### src/rtl/syscall_pkg.sv
// Shared definitions for the syscall console: seven-segment glyphs and debouncer states.
package syscall_pkg;

  typedef enum logic [1:0] {
    WAIT_RELEASE,
    IDLE,
    PRESSED
  } db_state_t;

  localparam logic [7:0] SEG_BLANK = 8'hFF;

  // Active-low {dp,g,f,e,d,c,b,a}; dp off in every entry, b and d lowercase
  localparam logic [7:0] HEX_GLYPH [16] = '{
    8'hC0, 8'hF9, 8'hA4, 8'hB0, 8'h99, 8'h92, 8'h82, 8'hF8,
    8'h80, 8'h90, 8'h88, 8'h83, 8'hC6, 8'hA1, 8'h86, 8'h8E
  };

  function automatic logic [7:0] hex_glyph(input logic [3:0] nibble);
    return HEX_GLYPH[nibble];
  endfunction

endpackage

### src/rtl/button_debouncer.sv
// Synchronizes and debounces the continue button; raises a one-cycle pressEvent per accepted press.
module button_debouncer
  import syscall_pkg::*;
#(
  parameter int unsigned DEBOUNCE_CYCLES = 1000000
) (
  input  logic clock,
  input  logic reset,
  input  logic button,
  output logic pressEvent
);

  localparam int unsigned CW = $clog2(DEBOUNCE_CYCLES);

  logic          r_sync1;
  logic          r_sync2;
  db_state_t     r_state;
  db_state_t     w_next;
  logic [CW-1:0] r_cnt;
  logic [CW-1:0] w_cnt_next;

  // Synchronizer resets high so a button held through reset reads as still pressed
  always_ff @(posedge clock or posedge reset) begin
    if (reset) begin
      r_sync1 <= 1'b1;
      r_sync2 <= 1'b1;
    end else begin
      r_sync1 <= button;
      r_sync2 <= r_sync1;
    end
  end

  always_ff @(posedge clock or posedge reset) begin
    if (reset) begin
      r_state <= WAIT_RELEASE;
      r_cnt   <= '0;
    end else begin
      r_state <= w_next;
      r_cnt   <= w_cnt_next;
    end
  end

  always_comb begin
    w_next     = r_state;
    w_cnt_next = '0;
    pressEvent = 1'b0;
    unique case (r_state)
      WAIT_RELEASE: begin
        if (!r_sync2) begin
          if (r_cnt == CW'(DEBOUNCE_CYCLES - 1)) w_next = IDLE;
          else w_cnt_next = r_cnt + CW'(1);
        end
      end
      IDLE: begin
        if (r_sync2) begin
          if (r_cnt == CW'(DEBOUNCE_CYCLES - 1)) w_next = PRESSED;
          else w_cnt_next = r_cnt + CW'(1);
        end
      end
      PRESSED: begin
        pressEvent = 1'b1;
        w_next     = WAIT_RELEASE;
      end
      default: w_next = WAIT_RELEASE;
    endcase
  end

endmodule

### src/rtl/syscall_console.sv
// Board-side syscall console: hex print display on a scanned seven-segment array and debounced continue pulse.
module syscall_console
  import syscall_pkg::*;
#(
  parameter int unsigned DIGITS          = 8,
  parameter int unsigned SCAN_PERIOD     = 100000,
  parameter int unsigned DEBOUNCE_CYCLES = 1000000
) (
  input  logic              clock,
  input  logic              reset,
  input  logic [31:0]       syscallOutput,
  input  logic              printStrobe,
  input  logic              halted,
  input  logic              continueButton,
  output logic              continuePulse,
  output logic [DIGITS-1:0] anodes,
  output logic [7:0]        segments,
  output logic [15:0]       printCount
);

  localparam int unsigned SW = $clog2(SCAN_PERIOD);
  localparam int unsigned DW = (DIGITS > 1) ? $clog2(DIGITS) : 1;

  logic [31:0]       r_value;
  logic [15:0]       r_count;
  logic [SW-1:0]     r_scan;
  logic [DW-1:0]     r_digit;
  logic [DIGITS-1:0] r_anodes;
  logic [7:0]        r_segments;
  logic              r_pulse;
  logic              w_press;
  logic [3:0]        w_nibble;
  logic              w_dp_on;
  logic [DIGITS-1:0] w_onehot;

  button_debouncer #(
    .DEBOUNCE_CYCLES(DEBOUNCE_CYCLES)
  ) u_debouncer (
    .clock     (clock),
    .reset     (reset),
    .button    (continueButton),
    .pressEvent(w_press)
  );

  always_comb begin
    w_nibble = 4'(r_value >> {r_digit, 2'b00});
    w_dp_on  = halted && (r_digit == '0);
    w_onehot = DIGITS'(1) << r_digit;
  end

  always_ff @(posedge clock or posedge reset) begin
    if (reset) begin
      r_value <= '0;
      r_count <= '0;
    end else if (printStrobe) begin
      r_value <= syscallOutput;
      r_count <= r_count + 16'd1;
    end
  end

  always_ff @(posedge clock or posedge reset) begin
    if (reset) begin
      r_scan  <= '0;
      r_digit <= '0;
    end else if (r_scan == SW'(SCAN_PERIOD - 1)) begin
      r_scan  <= '0;
      r_digit <= (r_digit == DW'(DIGITS - 1)) ? '0 : r_digit + DW'(1);
    end else begin
      r_scan <= r_scan + SW'(1);
    end
  end

  // Outputs are registered from the current index so anodes and segments change together
  always_ff @(posedge clock or posedge reset) begin
    if (reset) begin
      r_anodes   <= '1;
      r_segments <= SEG_BLANK;
      r_pulse    <= 1'b0;
    end else begin
      r_anodes   <= ~w_onehot;
      r_segments <= hex_glyph(w_nibble) & {~w_dp_on, 7'h7F};
      r_pulse    <= w_press & halted;
    end
  end

  assign anodes        = r_anodes;
  assign segments      = r_segments;
  assign printCount    = r_count;
  assign continuePulse = r_pulse;

endmodule

### config.mk
export PLATFORM = sky130hd
export DESIGN_NAME = syscall_console
export DESIGN_NICKNAME = d
export VERILOG_FILES = /design/src/rtl/syscall_pkg.sv /design/src/rtl/button_debouncer.sv /design/src/rtl/syscall_console.sv
export SDC_FILE = /design/constraint.sdc
export NUM_CORES = 1
export LEC_CHECK = 0
export ABC_AREA = 0
export BUFFER_PORTS_ARGS = -buffer_cell sky130_fd_sc_hd__buf_2
export CAP_MARGIN = 20
export CORE_MARGIN = 10
export CORE_UTILIZATION = 50
export DETAILED_ROUTE_END_ITERATION = 12
export PLACE_DENSITY = 0.81
export RECOVER_POWER = 50
export SYNTH_ARGS = -nofsm -noshare
export SYNTH_HDL_FRONTEND = slang
export SYNTH_SLANG_ARGS = --single-unit
### constraint.sdc
create_clock -name clock -period 7.1 [get_ports clock]
set_clock_uncertainty 0.15 [all_clocks]
set_input_delay 1.42 -clock clock [delete_from_list [all_inputs] [get_ports clock]]
set_output_delay 1.42 -clock clock [all_outputs]
set_load 0.01 [all_outputs]
* Word-level counts from Yosys, hierarchy flattened
Memories as Yosys holds them, arrays and structs flattened.
Cells that the tools add are included.
** Word-level totals
- Register bits :: 109
- ROM bits :: 128
- Input bits :: 37
- Output and inout port bits :: 33
- Word-level logic and storage cells :: 51
- Memories kept :: 1
** Memories
- (no name shown) :: words 16, bits a word 8, rd ports 1, clocked after memory_dff 0, wr ports 0, line syscall_pkg.sv:19 : return HEX_GLYPH[nibble];
** Cells by class
- Add/subtract/negate cells :: 4
- Order comparisons :: 1
- Eq/ne operators :: 9
- Shift operators :: 2
- Multiplexer cells :: 14
- Bitwise logic cells :: 5
- Reduce and logical (&&, ||, !) cells :: 4
** Operator list (count)
- 20-bit 2-to-1 mux :: 3
- 20-bit one-hot mux with 2 select lines :: 1
- 32-bit by 5-bit right shift with 4-bit output :: 1
- 20-bit by 1-bit adder with 20-bit output (second input constant) :: 1
- 20-bit == test (second input constant) :: 1
- 17-bit by 1-bit adder with 17-bit output (second input constant) :: 1
- 17-bit == test (second input constant) :: 1
- 17-bit 2-to-1 mux :: 1
- 16-bit by 1-bit adder with 16-bit output (second input constant) :: 1
- 8-bit 2-to-1 mux :: 2
- 8-bit AND :: 1
- 2-bit 2-to-1 mux :: 4
- 8-bit NOT :: 1
- 1-bit by 3-bit << shifter with 8-bit output (first input constant) :: 1
- 2-bit by 1-bit inequality test with 1-bit output (second input constant) :: 3
- 5-bit >= comparator (second input constant) :: 1
- 4-bit NOT with 5-bit output :: 1
- 2-bit one-hot mux with 2 select lines :: 1
- 4-bit AND reduction :: 1
- 3-bit by 1-bit adder with 3-bit output (second input constant) :: 1
- 3-bit == test (second input constant) :: 1
- 3-bit logical NOT :: 1
- 3-bit 2-to-1 mux :: 1
- 2-bit by 1-bit == test with 1-bit output (second input constant) :: 1
- other kinds (7) :: 7

* Logic depth before layout (Yosys ltp)
- Word-level depth :: 6
- Mapped depth :: 8
- Mapped depth without buffers :: 7

* By module
Synthesis repeated with hierarchy kept, for this count alone.
** Unflattened totals
- Cells, all modules :: 410
- Area total of the unflattened synthesis :: 5082.4 sq um
** By module, submodules not included
- syscall_console :: times used 1, cells each 288, area an instance 3880.0 sq um
- button_debouncer :: times used 1, cells each 122, area an instance 1202.4 sq um

* Worst setup path before layout
Ideal clock, no wire load.
- Kind :: input to register
- Start :: in printStrobe
- End :: reg r_value[0]
- Arrival :: 2.427 ns
- Path slack :: 4.399 ns
- Cell stages on the path :: 3
- Cells stage by stage :: clkbuf_1 > buf_1 > mux2_2
** RTL lines
- start, declared :: line syscall_console.sv:12 : input logic printStrobe,
- end signal, assigned :: line syscall_console.sv:56 : r_value <= syscallOutput;
- end, declared :: line syscall_console.sv:24 : logic [31:0] r_value;
No word-level cell between the ends.

==> flow_metrics.tcl <==
set metrics [dict create \
    p_leak_nw 2.54 \
    drive_above_1_share 0.324 \
    slowest_stage "clkbuf_1" \
    tightest_slew_ns 2.28 \
    async_flop_share 1.00 \
    synth_area_mm2 0.00504 \
    switchingPower_uw 345 \
    pre_cts_ws_ns 3.85 \
    drt_iter0_drc 141 \
    io_pins 70 \
    grt_util_all_layers 0.141 \
    fin_area_mm2 0.00569 \
    drt-total-wl_mm 9.96 \
    rows 36 \
    nNetsFinal 529 \
    final.min_clock_period_ns 3.62 \
    grt_pass1_vias 3414 \
    path_class "input pin to register" \
    crit_fanout 39 \
    finalHoldViolations 0 \
    syn2layout_area_growth_pct 12.9 \
    dpl_cell_area_mm2 0.00551 \
    die_area_mm2 0.0145 \
    htreeDepth 3 \
    io_buffers 69 \
    grt_pass1_wl_mm 16.9 \
    antenna_cells 0 \
    regToRegStartpoint "r_digit[0]" \
    crit_path_cell_trace "clkbuf_1 -> and4_1 -> nand2_1 -> nor3_1 -> xor2_1" \
    core_area_mm2 0.00982 \
    postCtsResizedCells 0 \
    cts_made_buffers 9 \
    ir_drop_v 0.000157 \
    ff2ff_setup_slack_ns 4.05 \
    cp_num_buf_inv 1 \
    grt_max_degree 56 \
    drt_drc_violations_left 0 \
    internal_power_uw 889 \
    netSwitchingFraction 0.280 \
    ys_ff_latch 109 \
    dp_hpwl_mm 7.31 \
    min_period_over_period 0.510 \
    cpLargestDelayFamily "buffers and inverters" \
    setup_violations 0 \
    slew_violations 96 \
    comb_power_share 0.134 \
    cts_num_sinks 109 \
    violations "max-capacitance violations, max-slew violations" \
    gp_congestion 0.769 \
    status "finished, violations left" \
    synth_edf_count 0 \
    start_util 0.514 \
    ys.warnings.count 0 \
    post-route-util 0.580 \
    relSlewSlack -0.526 \
    clock_latency_ns 0.38 \
    synth-main-ff-cell "dfrtp_1" \
    yosysUniqueCellTypes 47 \
    clock_power_share 0.291 \
    setup_ws_ns 3.48 \
    worstHoldStart "u_debouncer.r_sync1" \
    crit_path_start "printStrobe" \
    mostFrequentLayoutCell "dfrtp_1" \
    synth_nets 460 \
    viasPerCell 5.38 \
    die_w_um 120 \
    hold_path.class "register to register" \
    crit_path_end_kind "register" \
    cp.arrival_ns 3.78 \
    clk_pin_slew_ns 0.11 \
    ys_seq_area_frac 0.545 \
    synth.avg_cell_area_um2 12.4 \
    fill_cells 853 \
    hold_ws_ns 0.215 \
    clockBufferDepth 2 \
    rsz0062_at_grt "no" \
    die_h_um 120 \
    post_cts_buffers 0 \
    antenna_found_initial 0 \
    crit_path_max_incr_delay_ns 1.31 \
    drtAntennaViolNets 0 \
    synth_cells 408 \
    mostFrequentLayoutCells "dfrtp_1, buf_2, mux2_2" \
    critPathLaunchType "input pin" \
    critical_path_required_ns 7.26 \
    cts-hold-fix-buffers 0 \
    cts_root_buf "clkbuf_8" \
    power_density_mw_per_mm2 217 \
    grt_overflow_total 0 \
    num_vias 3309 \
    post_drt_wl_per_cell_um 16.2 \
    first_pass_iters 4 \
    drv_cap 2 \
    fin_setup_tns_ns 0 \
    fmax_mhz 276 \
    sequentialPowerShare 0.575 \
    cts_tree "done" \
]
## synth_stat cells, drive strengths merged, types with 2 or more instances
master	n	area, µm²
or4	5	37.5
dfstp	18	473
nor4	4	25.0
mux4	8	191
or4b	2	20.0
nand2	27	101
clkbuf	3	11.3
and4	8	71.3
ha	15	188
nor4b	2	17.5
nand4	11	75.1
nor2	31	116
mux2i	10	125
xor2	22	193
xnor2	20	175
a21oi	9	45.0
mux2	38	428
o31ai	7	52.6
and3	6	38.8
nor3	6	30.0
or3	6	40.0
inv	13	48.8
o21ai	6	30.0
nand3	20	100
buf	10	56.3
dfrtp	91	2280
## path summary, 6_finish.rpt
| path | cells after the start | to |
|---|---|---|
| min | 0 | u_debouncer.r_sync2 |
| min in group asynchronous | 2 | printCount[13] |
| max reg2reg | 6 | segments[0] |
| max | 5 | printCount[13] |
| max in group asynchronous | 3 | r_scan[13] |
| min reg2reg | 0 | u_debouncer.r_sync2 |
## per-stage QoR
| step | total power [mW] | cells |
|---|---|---|
| final | 1.23 | 615 |
| after global routing | 1.30 | 615 |
| after CTS | 1.25 | 615 |
| after detailed placement | 0.889 | 599 |
| after global placement | 0.880 | 599 |
| after floorplan | 0.822 | 408 |
## worst register-to-register path, delay by kind of cell (launching register included)
| kind | cells | cell delay, ns |
|---|---|---|
| adders and majority gates | 1 | 0.28 |
| AOI/OAI and AO/OA | 1 | 0.24 |
| buffers and inverters | 1 | 0.18 |
| DFF | 1 | 0.77 |
| and+or+nand+nor | 1 | 0.15 |
| muxes | 2 | 1.21 |
## routing by layer
| metal | wire length (µm) | vias up | track usage |
|---|---|---|---|
| met2 | 4680 | 86 | 0.224 |
| met5 | 0 | - | 0 |
| li1 | - | 1584 | - |
| met4 | 189 | 0 | 0.0603 |
| met3 | 580 | 13 | 0.0391 |
| met1 | 4510 | 1626 | 0.178 |
## area by class of cell
cell class / count / area [µm²] / area share
flip-flops and latches: 109 / 2750 / 0.483
repair buffers: 71 / 354 / 0.0622
clock inverters: 7 / 68.8 / 0.0121
inverters: 13 / 50.0 / 0.00879
clock buffers: 9 / 124 / 0.0218
multi-input cells: 273 / 2180 / 0.383
well taps: 133 / 166 / 0.0292
## flip-flops by register name (all words and copies together) (netlist names)
signal,cells
anodes,8
continuePulse,1
printCount,16
r_digit,3
r_scan,17
r_value,32
segments,8
u_debouncer.r_cnt,20
u_debouncer.r_state,2
u_debouncer.r_sync1,1
u_debouncer.r_sync2,1
## logic make-up (layout without fill, tap and decap cells)
logic type      count (synthesis)  after routing  synth area share
compound gates                 25             25            0.0305
mux                            56             56             0.148
buf+inv                        26            100            0.0231
xor+xnor                       42             42            0.0730
simple gates                  135            135             0.143
fa+ha+maj                      15             15            0.0372
flops                         109            109             0.545
## power groups by stage
| stage | clock network [mW] | logic (mW) | registers (mW) |
|---|---|---|---|
| 6_report | 0.359 | 0.165 | 0.710 |
| 5_1_grt | 0.392 | 0.185 | 0.718 |
| 3_3_place_gp | 0 | 0.162 | 0.718 |
| 4_1_cts | 0.371 | 0.169 | 0.710 |
| 3_5_place_dp | 0 | 0.168 | 0.721 |
| 2_1_floorplan | 0 | 0.0957 | 0.726 |
Note: power is estimated with default switching activity, not from simulation.
